==> config.mk <==
export PLATFORM = sky130hd
export DESIGN_NAME = stopwatch_bcd
export DESIGN_NICKNAME = d
export VERILOG_FILES = /design/src/rtl/stopwatch_pkg.sv /design/src/rtl/bcd_digit.sv /design/src/rtl/stopwatch_bcd.sv
export SDC_FILE = /design/constraint.sdc
export NUM_CORES = 1
export LEC_CHECK = 0
export CAP_MARGIN = 40
export CORE_ASPECT_RATIO = 0.8
export CORE_UTILIZATION = 31
export CTS_CLUSTER_DIAMETER = 200
export CTS_CLUSTER_SIZE = 10
export DETAILED_ROUTE_END_ITERATION = 6
export PLACE_DENSITY_LB_ADDON = 0.12
export SYNTH_ARGS = -nofsm -noshare
export SYNTH_HDL_FRONTEND = slang
export SYNTH_SLANG_ARGS = --single-unit
==> constraint.sdc <==
create_clock -name i_clk -period 2.7 [get_ports i_clk]
set_input_delay 0.54 -clock i_clk [delete_from_list [all_inputs] [get_ports i_clk]]
set_output_delay 0.54 -clock i_clk [all_outputs]
set_load 0.02 [all_outputs]
==> src/rtl/stopwatch_pkg.sv <==
// Shared types and limits for the BCD stopwatch: run-state encoding, digit width
// and per-digit wrap values.
package stopwatch_pkg;

  typedef enum logic [1:0] {
    IDLE  = 2'd0,
    RUN   = 2'd1,
    PAUSE = 2'd2
  } state_t;

  localparam int DIGIT_W    = 4;
  localparam int PRESCALE_W = 10;

  localparam logic [DIGIT_W-1:0] SEC_ONES_MAX = 4'd9;
  localparam logic [DIGIT_W-1:0] SEC_TENS_MAX = 4'd5;
  localparam logic [DIGIT_W-1:0] MIN_ONES_MAX = 4'd9;
  localparam logic [DIGIT_W-1:0] MIN_TENS_MAX = 4'd5;

endpackage

==> src/rtl/bcd_digit.sv <==
// One BCD digit that counts 0..MAX and wraps; o_carry flags the increment that wraps
// it, so digits can be chained.
module bcd_digit
  import stopwatch_pkg::*;
#(
  parameter logic [DIGIT_W-1:0] MAX = 4'd9
) (
  input  logic               i_clk,
  input  logic               i_reset,
  input  logic               i_clear,
  input  logic               i_inc,
  output logic [DIGIT_W-1:0] o_value,
  output logic               o_carry
);

  logic [DIGIT_W-1:0] value_q;

  // NOTE: clocked state uses non-blocking assignments, so every register in the chain
  // samples the pre-edge value of its neighbour.
  always_ff @(posedge i_clk) begin
    if (!i_reset || i_clear) begin
      value_q <= '0;
    end else if (i_inc) begin
      value_q <= (value_q == MAX) ? '0 : value_q + 1'b1;
    end
  end

  assign o_value = value_q;
  assign o_carry = i_inc && (value_q == MAX);

endmodule

==> src/rtl/stopwatch_bcd.sv <==
// MM:SS BCD stopwatch. It counts rising edges of i_frequency while in RUN, divided down
// by a prescaler, and is controlled by clear/stop/start level commands.
module stopwatch_bcd
  import stopwatch_pkg::*;
#(
  parameter int TICKS_PER_SECOND = 1
) (
  input  logic               i_clk,
  input  logic               i_reset,
  input  logic               i_frequency,
  input  logic               i_start,
  input  logic               i_stop,
  input  logic               i_clear,
  output logic [DIGIT_W-1:0] o_sec_ones,
  output logic [DIGIT_W-1:0] o_sec_tens,
  output logic [DIGIT_W-1:0] o_min_ones,
  output logic [DIGIT_W-1:0] o_min_tens,
  output logic               o_running,
  output logic               o_tick,
  output logic               o_rollover
);

  localparam logic [PRESCALE_W-1:0] PRESC_LAST = PRESCALE_W'(TICKS_PER_SECOND - 1);

  state_t                  state_q, state_d;
  logic                    freq_q;
  logic                    freq_edge;
  logic                    count_en;
  logic                    sec_adv;
  logic [PRESCALE_W-1:0]   presc_q;
  logic [3:0]              carry;

  assign freq_edge = i_frequency & ~freq_q;
  // An edge arriving in the same cycle as a stop or clear is dropped, not deferred.
  assign count_en  = (state_q == RUN) && freq_edge && !i_clear && !i_stop;
  assign sec_adv   = count_en && (presc_q == PRESC_LAST);

  // NOTE: every combinational output gets a default first, so no path infers a latch.
  always_comb begin
    state_d = state_q;
    if (i_clear) begin
      state_d = IDLE;
    end else if (i_stop) begin
      if (state_q == RUN) state_d = PAUSE;
    end else if (i_start) begin
      state_d = RUN;
    end
  end

  always_ff @(posedge i_clk) begin
    if (!i_reset) begin
      state_q    <= IDLE;
      freq_q     <= 1'b0;
      presc_q    <= '0;
      o_running  <= 1'b0;
      o_tick     <= 1'b0;
      o_rollover <= 1'b0;
    end else begin
      state_q    <= state_d;
      freq_q     <= i_frequency;
      o_running  <= (state_d == RUN);
      o_tick     <= freq_edge;
      o_rollover <= carry[3];
      if (i_clear) begin
        presc_q <= '0;
      end else if (count_en) begin
        presc_q <= (presc_q == PRESC_LAST) ? '0 : presc_q + 1'b1;
      end
    end
  end

  bcd_digit #(.MAX(SEC_ONES_MAX)) u_sec_ones (
    .i_clk(i_clk), .i_reset(i_reset), .i_clear(i_clear),
    .i_inc(sec_adv), .o_value(o_sec_ones), .o_carry(carry[0])
  );

  bcd_digit #(.MAX(SEC_TENS_MAX)) u_sec_tens (
    .i_clk(i_clk), .i_reset(i_reset), .i_clear(i_clear),
    .i_inc(carry[0]), .o_value(o_sec_tens), .o_carry(carry[1])
  );

  bcd_digit #(.MAX(MIN_ONES_MAX)) u_min_ones (
    .i_clk(i_clk), .i_reset(i_reset), .i_clear(i_clear),
    .i_inc(carry[1]), .o_value(o_min_ones), .o_carry(carry[2])
  );

  bcd_digit #(.MAX(MIN_TENS_MAX)) u_min_tens (
    .i_clk(i_clk), .i_reset(i_reset), .i_clear(i_clear),
    .i_inc(carry[2]), .o_value(o_min_tens), .o_carry(carry[3])
  );

endmodule

; Word level (Yosys, flattened, before mapping)
; Index checks and enable logic that the tools add are counted.
[totals]
register_bits = 32
input_bits = 6
output_inout_bits = 19
elab_cells = 47
[classes]
addsub = 5
eq_ne = 6
mux = 9
bitwise = 3
n_reduce_logical = 14
[op_table]
columns = operator, count
row1 = 4-bit by 1-bit adder with 4-bit output (second input constant), 4
row2 = 4-bit two-way mux, 4
row3 = 10-bit by 1-bit adder with 10-bit output (second input constant), 1
row4 = 10-bit logical NOT, 1
row5 = 10-bit two-way mux, 1
row6 = 4-bit by 3-bit == test with 1-bit output (second input constant), 2
row7 = 4-bit == test (second input constant), 2
row8 = 1-bit logical AND, 8
row9 = 2-bit two-way mux, 4
row10 = 2-bit by 1-bit == test with 1-bit output (second input constant), 2
row11 = 1-bit logical NOT, 3
row12 = 1-bit NOT, 2
row13 = 2-bit OR reduction, 1
row14 = 1-bit bitwise AND, 1
row15 = 1-bit logical OR, 1

; Longest topological paths before layout
[logic_depth]
depth_word = 10
mapped_depth = 8
mapped_depth_nobuf = 6

; Hierarchy
; Synthesis repeated with hierarchy kept, for this count alone.
[unflattened]
cells_unflattened = 164
area_unflattened_um2 = 1465.2
[by_module_without_submodules]
columns = module, instances, cells_per_inst, area_each_um2
row1 = stopwatch_bcd, 1, 80, 711.9
row2 = bcd_digit at u_min_ones ..., 2, 22, 193.9
row3 = bcd_digit at u_min_tens ..., 2, 20, 182.7

; Worst setup path after synthesis
; No wires, ideal clock.
[synth_path]
path_type = input to register
from = in i_clear
to = reg u_min_ones.value_q[0], in the netlist u_min_ones.o_value[0]
arrival_time_ns = 2.462
required_ns = 2.630
slack_ns = 0.168
stages = 6
cell_sequence = or4b_4 > buf_6 > or4_1 > buf_2 > or4_1 > a21oi_1
[synth_between]
elab_chain_len = 6
word_cells_on_any_way = 7
[synth_lines]
columns = item, line
row1 = from (decl), stopwatch_bcd.sv:13  ; input logic i_clear,
row2 = 1-bit logical NOT, stopwatch_bcd.sv:35  ; assign count_en = (state_q == RUN) && freq_edge && !i_clear && !i_stop;
row3 = 1-bit logical AND (2 in series), stopwatch_bcd.sv:35
row4 = 1-bit logical AND, stopwatch_bcd.sv:36  ; assign sec_adv = count_en && (presc_q == PRESC_LAST);
row5 = 1-bit logical AND (2 in series), bcd_digit.sv:29  ; assign o_carry = i_inc && (value_q == MAX);
row6 = to (signal assigned), bcd_digit.sv:24  ; value_q <= (value_q == MAX) ? '0 : value_q + 1'b1;
row7 = to (decl), bcd_digit.sv:16  ; logic [DIGIT_W-1:0] value_q;
; Parallel ways exist; a longest one is shown, timed or not.
; A chain may end at the register's enable or synchronous reset.

; Worst setup path after layout
[layout_path]
from = in i_clear
to = reg u_sec_tens.value_q[1], in the netlist u_sec_tens.o_value[1]
[layout_between]
elab_chain_len = 5
word_cells_on_any_way = 6
[layout_lines]
columns = item, line
row1 = 1-bit logical NOT, stopwatch_bcd.sv:35
row2 = 1-bit logical AND (2 in series), stopwatch_bcd.sv:35
row3 = 1-bit logical AND, stopwatch_bcd.sv:36
row4 = 1-bit logical AND, bcd_digit.sv:29
row5 = to (signal assigned), bcd_digit.sv:24
row6 = to (decl), bcd_digit.sv:16
; Parallel ways exist; a longest one is shown, timed or not.

==> key figures <==
Synth
  – Cell type with the largest total area after synthesis: dfxtp_1
  – Synth area leaders: dfxtp_1 (41%), a21oi_1 (4.7%), nand2_1 (3.3%), nand3_1 (3.2%), nor2_1 (2.8%)
  – Sequential-to-total area share from yosys stat: slightly above 40%
  – Yosys reg bits: 32
  – Syn_nets: ~190
  – Post-synth top flop: dfxtp_1
  – Top-count cell post-synth: dfxtp_1
  – Syn avg cell area: roughly 8.5 um^2
  – Yosys top cell area share: 40.51%
  – Ys async rst share: 0%
  – Number of distinct library cells after synthesis: 43
  – YS warnings: 0
  – Post-Synthesis Cells: 185
  – Synthesized area: between 1500 and 2000 um^2
  – EDFF count, synth: 0
  – Synth cell count leaders: dfxtp_1 (32), a21oi_1 (15), nand2_1 (14)

STA
  – Worst Tran Pin Value: 0.7077 ns
  – Min cycle time layout: around 2.6 ns
  – Final hold violations: 0
  – Clk_skew: 0.01017 ns
  – Worst Hold Margin: ~0.46 ns
  – Final setup violation count: 0
  – Normalized max-slew margin: 52.39%
  – RSZ-0062 raised after global routing: no
  – Final period util: 97.94%
  – Fmax achieved: approximately 0.38 GHz
  – Slew Viols, Final: 0

Floorplanning
  – Core area: 4735 um^2
  – Die area: around 5400 um^2
  – Chip width: about 80 um
  – Starting Density: 33.40%
  – Num ports: 25
  – Cell Rows: 22
  – Die Y: 65.89 um

Clocking
  – Root Driver: clkbuf_8
  – H-tree depth: 2
  – Reg clk slew, reported paths: around 0.06 ns
  – Clock buffer depth: 2
  – Post-CTS Hold Fix Bufs: 0
  – Cts bufs inserted: 5
  – CTS tree: built
  – Clk Latency, worst-skew pair: between 0.2 and 0.3 ns
  – Sink Count: 32

Placed design
  – Final Wtd Congestion: approximately 0.76
  – Port Buffer Count: 24
  – Detailed Place HPWL: 2.746 mm

Global routing
  – GRT Resource Usage Total: 15.59%
  – Initial antenna violation count: 0
  – First-pass GRT wire length: ~6.3 mm
  – GRT met3 Usage: about 4.3%
  – M2 GR Usage: roughly a fifth
  – Busiest grt layer: met1
  – M1 GR Usage: 22.29%
  – Grt ovf: 0
  – Largest net degree at the start of global routing: 19
  – Vias in the first global route: around 1,400

Drt
  – Via/cell ratio: roughly 5.4
  – Routed WL: roughly 3.8 mm
  – Post-DR wirelength/cell: between 10 and 15 um
  – Remaining DRCs: 0
  – Vias post-DR: about 1,500
  – First-pass DRT Iterations: 4
  – Initial DRC Count: 65
  – Final ANT Viol Nets: 0

Worst setup path
  – Slowest-stage cell, CP: or4_4
  – Max incr delay on CP: ~0.56 ns
  – Endpoint kind of the worst setup timing path: register
  – CP Data Arrival Time: 2.85 ns
  – WS Path Type: primary input to register
  – CP startpoint kind: primary input
  – Crit-path cells: clkdlybuf4s50_1 -> or4b_4 -> or4_4 -> buf_6 -> or4_1 -> a21oi_1
  – WP data required: approximately 2.9 ns
  – Worst-path maximum fanout: 8

Power and ir drop
  – Worst ir drop on vdd: ~0.20 mV
  – Leak: 0.6784 nW
  – Power Density: between 400 and 500 nW/um^2

Layout
  – Share of cells above drive strength 1: 12.89%
  – Core Util, Final: 43.95%
  – Area grow syn2layout: 31.57%
  – Final net count: roughly 230
  – # fillers: roughly 480
  – Ant. Diodes: 0

Flow run
  – Max Cap Viol: 0

Hold path
  – HP Class: register to register

Status
  – Status: complete, no violations
logic make-up (layout without fill, tap and decap cells):
logic type	after synthesis	in the layout	synth area share (%)
muxes	1	1	0.6329
and+or+nand+nor	90	90	33.78
buffers and inverters	15	55	4.113
xor gates and xnor gates	8	8	4.430
adders and majority gates	2	2	1.582
DFF	32	32	40.51
AOI/OAI and AO/OA	37	37	14.95
registers in the layout (all words and copies together) (netlist names):
name,cells
u_min_ones.o_value,4
freq_q,1
u_sec_ones.o_value,4
presc_q,10
state_q,2
o_running,1
u_sec_tens.o_value,4
u_min_tens.o_value,4
o_rollover,1
o_tick,1
per-layer routing:
layer,wire (um),up-vias
met3,246,8
li1,-,773
met2,1542,52
met4,65,0
met5,0,-
met1,1956,694
cell type report:
type                       count  area (um^2)  area share, %
clock buffer                   6        72.57          3.488
clock inverter                 1        5.005         0.2405
sequential                    32        640.6          30.79
multi-input combinational    138        883.3          42.45
timing repair buffer          40        374.1          17.98
inverter                       8        30.03          1.443
tap                           60        75.07          3.608
worst paths after layout:
| kind | to | slack [ns] | start | cells past startpoint |
|---|---|---|---|---|
| worst min-delay path | o_tick | 0.46 | freq_q | 1 |
| worst min register to register | o_tick | 0.46 | freq_q | 1 |
| worst max register to register | u_sec_tens.o_value[1] | 0.28 | presc_q[0] | 7 |
| worst max-delay path | u_sec_tens.o_value[1] | 0.06 | i_clear | 6 |
per-stage QoR:
step | setup TNS, ns | area (um^2) | std cells | worst slack, ns | power, mW
CTS | 0 | 2042 | 281 | 0.01313 | 0.8795
finish | 0 | 2081 | 285 | 0.05575 | 0.8669
floorplan | 0 | 1582 | 185 | 0.1679 | 0.5064
global route | 0 | 2081 | 285 | 0.002579 | 0.9094
global placement | -1.462 | 1964 | 274 | -0.2463 | 0.5312
detailed placement | -1.775 | 1964 | 274 | -0.2813 | 0.5325
critical path, delay by kind of cell:
| family | cells | cell delay [ns] |
|---|---|---|
| AO/OA/AOI/OAI | 1 | 0.14 |
| buffers and inverters | 2 | 0.57 |
| AND/OR/NAND/NOR | 3 | 1.60 |
cell usage in the layout (no fill, tap or decap), drive strengths merged, types with 5 or more instances in the layout:
cell type,synthesis,routed
clkbuf,4,6
o31ai,5,5
a21oi,15,15
nor4,5,5
inv,8,8
dfxtp,32,32
nand2b,5,5
nand3,10,10
clkdlybuf4s50,0,24
nor2b,6,6
nand4,7,7
nor2,12,12
or4,6,6
buf,3,16
o21ai,7,7
or3,6,6
nand2,14,14
power breakdown:
part | switching, mW | leakage [nW] | total [mW] | internal [mW]
registers | 0.00177 | 0.258 | 0.476 | 0.475
logic | 0.0233 | 0.379 | 0.0463 | 0.0230
clock network | 0.169 | 0.0410 | 0.344 | 0.175
what timing repair did:
action	CTS	global route
setup buffers	0	3
setup endpoints to repair	0	4
resized for setup	0	3
Power figures use the tool's default switching activity.
